### src/rtl/nbit_4x1_multiplexer.sv
`default_nettype none
// ============================================================================
// Module   : nbit_4x1_multiplexer
// Purpose  : N-bit 4-to-1 multiplexer. It has a zero-latency combinational
//            output and a registered capture path. The capture path stores
//            the mux output, the select value and two status flags.
// Revision : 1.0 - initial release
// ----------------------------------------------------------------------------
// Ports
//   clk      in   1  rising-edge clock for all registers
//   rst      in   1  asynchronous, active-high reset
//   A..D     in   N  data inputs, chosen by S = 00 / 01 / 10 / 11
//   S        in   2  select
//   en       in   1  capture enable for the registered path
//   Y        out  N  combinational mux output
//   Y_reg    out  N  Y captured on an enabled edge
//   S_reg    out  2  S captured together with Y_reg
//   valid    out  1  high for the cycle that follows each capture
//   sel_chg  out  1  high after a capture whose S differs from the old S_reg
//   P_reg    out  1  even-parity XOR of the captured Y
//                    (present only when NBIT_MUX_PARITY_EN is defined)
// Configuration macro: NBIT_MUX_PARITY_EN
// ============================================================================
module nbit_4x1_multiplexer #(
  parameter int N = 4
) (
  input  logic         clk,
  input  logic         rst,
  input  logic [N-1:0] A,
  input  logic [N-1:0] B,
  input  logic [N-1:0] C,
  input  logic [N-1:0] D,
  input  logic [1:0]   S,
  input  logic         en,
  output logic [N-1:0] Y,
  output logic [N-1:0] Y_reg,
  output logic [1:0]   S_reg,
  output logic         valid,
  output logic         sel_chg
`ifdef NBIT_MUX_PARITY_EN
  ,
  output logic         P_reg
`endif
);

  logic [N-1:0] y_reg_d, y_reg_q;
  logic [1:0]   s_reg_d, s_reg_q;
  logic         valid_d, valid_q;
  logic         sel_chg_d, sel_chg_q;

  // Combinational mux. A select that holds X or Z falls through to the
  // default branch, so the output is all zeros.
  always_comb begin
    Y = '0;
    case (S)
      2'b00:   Y = A;
      2'b01:   Y = B;
      2'b10:   Y = C;
      2'b11:   Y = D;
      default: Y = '0;
    endcase
  end

  // Next-state logic for the capture path. Y_reg and S_reg keep their value
  // when en is low. The flags are single-cycle pulses tied to a capture.
  always_comb begin
    y_reg_d   = y_reg_q;
    s_reg_d   = s_reg_q;
    valid_d   = 1'b0;
    sel_chg_d = 1'b0;
    if (en) begin
      y_reg_d   = Y;
      s_reg_d   = S;
      valid_d   = 1'b1;
      sel_chg_d = (S != s_reg_q);
    end
  end

  always_ff @(posedge clk or posedge rst) begin
    if (rst) begin
      y_reg_q   <= '0;
      s_reg_q   <= 2'b00;
      valid_q   <= 1'b0;
      sel_chg_q <= 1'b0;
    end else begin
      y_reg_q   <= y_reg_d;
      s_reg_q   <= s_reg_d;
      valid_q   <= valid_d;
      sel_chg_q <= sel_chg_d;
    end
  end

  assign Y_reg   = y_reg_q;
  assign S_reg   = s_reg_q;
  assign valid   = valid_q;
  assign sel_chg = sel_chg_q;

`ifdef NBIT_MUX_PARITY_EN
  logic p_reg_d, p_reg_q;

  // Parity is captured under the same enable as Y_reg, so the two stay
  // consistent with each other.
  always_comb begin
    p_reg_d = p_reg_q;
    if (en) begin
      p_reg_d = ^Y;
    end
  end

  always_ff @(posedge clk or posedge rst) begin
    if (rst) begin
      p_reg_q <= 1'b0;
    end else begin
      p_reg_q <= p_reg_d;
    end
  end

  assign P_reg = p_reg_q;
`endif

endmodule
`default_nettype wire

### config.mk
export PLATFORM = sky130hd
export DESIGN_NAME = nbit_4x1_multiplexer
export DESIGN_NICKNAME = d
export VERILOG_FILES = /design/src/rtl/nbit_4x1_multiplexer.sv
export SDC_FILE = /design/constraint.sdc
export NUM_CORES = 1
export LEC_CHECK = 0
export BUFFER_PORTS_ARGS = -buffer_cell sky130_fd_sc_hd__buf_2
export CAP_MARGIN = 5
export CELL_PAD_IN_SITES_DETAIL_PLACEMENT = 0
export CELL_PAD_IN_SITES_GLOBAL_PLACEMENT = 1
export CORE_MARGIN = 4
export CORE_UTILIZATION = 27
export CTS_BUF_LIST = sky130_fd_sc_hd__clkbuf_16
export DETAILED_ROUTE_END_ITERATION = 6
export PLACE_DENSITY = 0.72
export SETUP_SLACK_MARGIN = 0.4
export SLEW_MARGIN = 30
export SYNTH_ARGS = -nofsm -noshare
export SYNTH_HDL_FRONTEND = slang
export SYNTH_SLANG_ARGS = --single-unit
### constraint.sdc
create_clock -name clk -period 0.9 [get_ports clk]
set_input_delay 0.225 -clock clk [delete_from_list [all_inputs] [get_ports clk]]
set_output_delay 0.225 -clock clk [all_outputs]
set_load 0.1 [all_outputs]
== Word level (Yosys, flattened, before mapping) ==
Cells that the tools add are included.

* Equal/unequal tests: 4
* Multiplexer cells: 3
* Reductions and logical operators: 1

{| class="wikitable"
|+ Operator list
! cell !! count
|-
| $pmux 4 s4 || 1
|-
| $eq 2x2->1 const B || 2
|-
| $eq 2x1->1 const B || 1
|-
| $logic_not 2->1 || 1
|-
| $mux 1 || 2
|-
| $ne 2x2->1 || 1
|}

* Register bits: 8
* Bits of input ports: 21
* Output and inout port bits: 12
* Logic and storage cells: 12

== Depth between registers and ports, before layout ==
* Depth after elaboration: 2
* Gate-level depth with buffers: 3
* Gate-level depth less buffers: 2

== Least setup slack after synthesis ==
Ideal clock, no wire load.

* Path kind: input to output
* Start: input port S[1]
* End: output port Y[0]
* Arrival time: 2.040 ns
* Required time: 0.675 ns
* Path slack: -1.365 ns
* Stages on the path: 3
* Path buffers: 1
* Cell sequence: buf_6 -> mux2i_1 -> mux2i_1

* Cells in the longest elaborated chain, start to end: 2
* Elaborated cells between the ends (all ways): 5
* Those cells by class: eq/ne (3); mux (1); reduce/logical (1)

{| class="wikitable"
|+ RTL lines
! what !! RTL line !! source
|-
| start: declaration || 33 || <nowiki>input logic [1:0] S,</nowiki>
|-
| $eq 2x2->1 (tied with other cells) || 55 || <nowiki>case (S)</nowiki>
|-
| $pmux 4 s4 * || 55 ||
|-
| end: declaration || 35 || <nowiki>output logic [N-1:0] Y,</nowiki>
|}

Every way passes the cells marked *; elsewhere a longest branch is shown, timed or not.

== Worst setup path after layout ==
* Start: input port S[1]
* End: output port Y[2]

Same word-level chain as after synthesis.

==> summary.txt <==
Run status
  – Status: finished, violations left
  – Failing checks: hold timing, setup timing

Synthesis
  – Synth area leader: dfrtp_1
  – Post-Synth Adder-Cell Area: 0%
  – Count leader, synth: mux2i_1
  – Multiplexer area fraction after synthesis: 28.5%
  – Gate Count Post-Synth: 39
  – Register area share after synthesis: 43.4%
  – Post-synth top cells: mux2i_1, dfrtp_1, nand2b_1
  – Complex-gate fraction of the synthesized area: 10.3%
  – Unique masters post-synth: 11
  – Post-Synth Simple-Gate Area: 7.59%
  – Main combinational cell family by area after synthesis: multiplexers
  – Post-synthesis xor/xnor area fraction: 3.79%
  – Ys Warns: 0
  – Mean post-synth cell area: 11.8 µm²
  – Synthesized cell area: 462 µm²
  – Post-synth top area share: 43.4%
  – Post-synth ARST share: 100%
  – Post-synth EDFFs: 0
  – Area contributors post-synth: dfrtp_1, mux2i_1, o221ai_1, nand2b_1, buf_6
  – Post-Syn Nets: 60
  – Synthesized flop and latch total: 8
  – Top_reg_cell synth: dfrtp_1

Detailed routing
  – Routed Antenna Nets: 0
  – # DRC: 0
  – Via density: 5.11
  – Wire per inst: 16.9 µm
  – Wirelength, routed: 1790 µm
  – DR iter-0 viols: 2
  – First-pass detailed-route iteration total: 3
  – Routed vias: 542

Clocking
  – # H-tree levels: 1
  – CTS root buf: clkbuf_16
  – Maximum clock insertion buffer count: 2
  – Inserted Clock Buffers: 3
  – Clock-pin slew on the worst setup and hold paths: 0.04 ns
  – Clk sinks: 8
  – Clk Latency, worst-skew pair: 0.23 ns
  – CTS tree: done

Critical path
  – WP depth: 4
  – CP Class: in -> out
  – Cell family with most CP delay: multiplexers
  – Cell count of the worst reg-to-reg path: 2
  – Crit end category: output pin
  – Flop-to-flop setup slack: -0.09 ns
  – Crit-path max cell delay: 0.20 ns
  – Critical path buffer and inverter count: 2
  – CP startpoint kind: input pin
  – Crit path required time: 0.67 ns
  – Slowest CP cell: mux2i_4
  – CP cell instances: buf_16, mux2i_4, mux2i_4, buf_12
  – Most frequent CP cell: mux2i_4
  – Worst Path Arrival: 0.95 ns
  – Critical path peak fanout: 5

Finish
  – ANT cells: 0
  – FILL cells: 78
  – Flip-flop count of the largest register after layout: 4
  – Synth-to-Final Area Change: 183%
  – Share of cells above drive strength 1: 92.2%
  – Final nets: 113

Floorplanning
  – Rows: 14
  – Chip Height: 49.4 µm
  – Die area: 0.00244 mm²
  – Die W: 49.4 µm
  – I/O Pins: 33
  – CORE AREA: 0.00156 mm²
  – Initial Utilization: 29.6%

Timing
  – Final min period: 1.17 ns
  – Worst slew pin tran: 0.299 ns
  – RSZ-0062 raised after global routing: yes
  – Hold slack: -0.0616 ns
  – Max Slew Vio Count: 0
  – Final Setup Violations: 16
  – Max Freq: 0.854 GHz
  – Slew headroom: 80.0%
  – Setup TNS: -2.96 ns
  – Fin crit share: 130%
  – Final Skew: 0.0000416 ns
  – Post-route setup slack: -0.272 ns
  – Hold Fails Final Rpt: 8

Placed design
  – Dpl ws: -0.492 ns
  – Port bufs: 32
  – RePlAce Congestion: 0.754
  – HPWL after DPL: 1130 µm

Global route
  – Wire length of the first global-routing pass: 2990 µm
  – Initial antenna violation count: 0
  – Vias in the first global route: 594
  – Largest net degree at the start of global routing: 11
  – GRT Overall Usage: 16.6%
  – Total gr overflow: 0

Power and ir drop
  – PwrDens: 1810 mW/mm²
  – Maximum vdd drop: 2.13 mV
  – Leakage: 0.557 nW

Job
  – Max Cap Violations: 0

Min path
  – Hold Crit Class: in -> async
-- power breakdown --
| group | total (mW) | internal (mW) | leakage [nW] | switching (mW) |
|---|---|---|---|---|
| sequential | 0.474 | 0.426 | 0.0881 | 0.0476 |
| combinational | 1.15 | 0.504 | 0.432 | 0.646 |
| clock | 0.737 | 0.572 | 0.0370 | 0.165 |
-- kinds of logic (layout without fill, tap and decap cells) --
| group | after synthesis | after routing |
|---|---|---|
| AO/OA/AOI/OAI | 6 | 6 |
| buffers and inverters | 4 | 55 |
| AND/OR/NAND/NOR | 6 | 6 |
| multiplexers | 13 | 13 |
| flip-flops | 8 | 8 |
| XOR/XNOR | 2 | 2 |
-- cell usage in the layout (no fill, tap or decap), types with 2 or more instances in the layout --
master	synthesis	layout
buf_6	2	6
buf_4	0	12
o221ai_2	0	2
buf_2	0	18
o221ai_1	4	2
nand2b_1	5	3
buf_12	0	12
clkbuf_16	0	3
mux2i_4	0	12
dfrtp_4	0	8
buf_16	0	2
xnor2_2	0	2
nand2b_4	0	2
-- repair_timing --
item | in CTS | in global routing
setup buffers | 4 | 3
endpoints found under the setup margin | 19 | 19
gates resized for setup | 37 | 2
hold endpoints to repair | 8 | 8
cloned | 1 | 0
pin swaps | 1 | 1
-- metrics by stage --
stage / instances / area, µm² / power, mW / util [%]
final: 106 / 1310 / 2.36 / 83.8
after global routing: 106 / 1310 / 2.44 / 83.8
after CTS: 103 / 1280 / 2.33 / 81.9
after detailed placement: 95 / 955 / 1.42 / 61.2
after global placement: 95 / 955 / 1.42 / 61.2
after floorplan: 39 / 542 / 1.04 / -
-- metal layers --
metal  global-route usage, %  up-vias  part of all wire (%)
met5                       0        -                     0
met4                    5.69        0                   3.5
met3                    6.12        8                   7.0
met2                    29.9       24                    54
met1                    17.5      263                    36
li1                        -      247                     -
-- cell type report --
cell class | instances | area, µm² | area share [%]
Sequential cell | 8 | 230 | 17.6
Clock buffer | 3 | 75.1 | 5.75
Timing Repair Buffer | 50 | 543 | 41.6
Multi-Input combinational cell | 27 | 430 | 33.0
Tap cell | 16 | 20.0 | 1.53
Inverter | 2 | 7.51 | 0.575
-- final timing paths --
kind / start / end
worst max-delay path: S[1] / Y[2]
worst min-delay path: rst / Y_reg[3]$_DFFE_PP0P_
worst max register to register: S_reg[1]$_DFFE_PP0P_ / S_reg[1]$_DFFE_PP0P_
worst min register to register: Y_reg[2]$_DFFE_PP0P_ / Y_reg[2]$_DFFE_PP0P_
max in group asynchronous: rst / S_reg[0]$_DFFE_PP0P_
min in group clk: en / valid$_DFF_PP0_
Power figures use the tool's default switching activity.
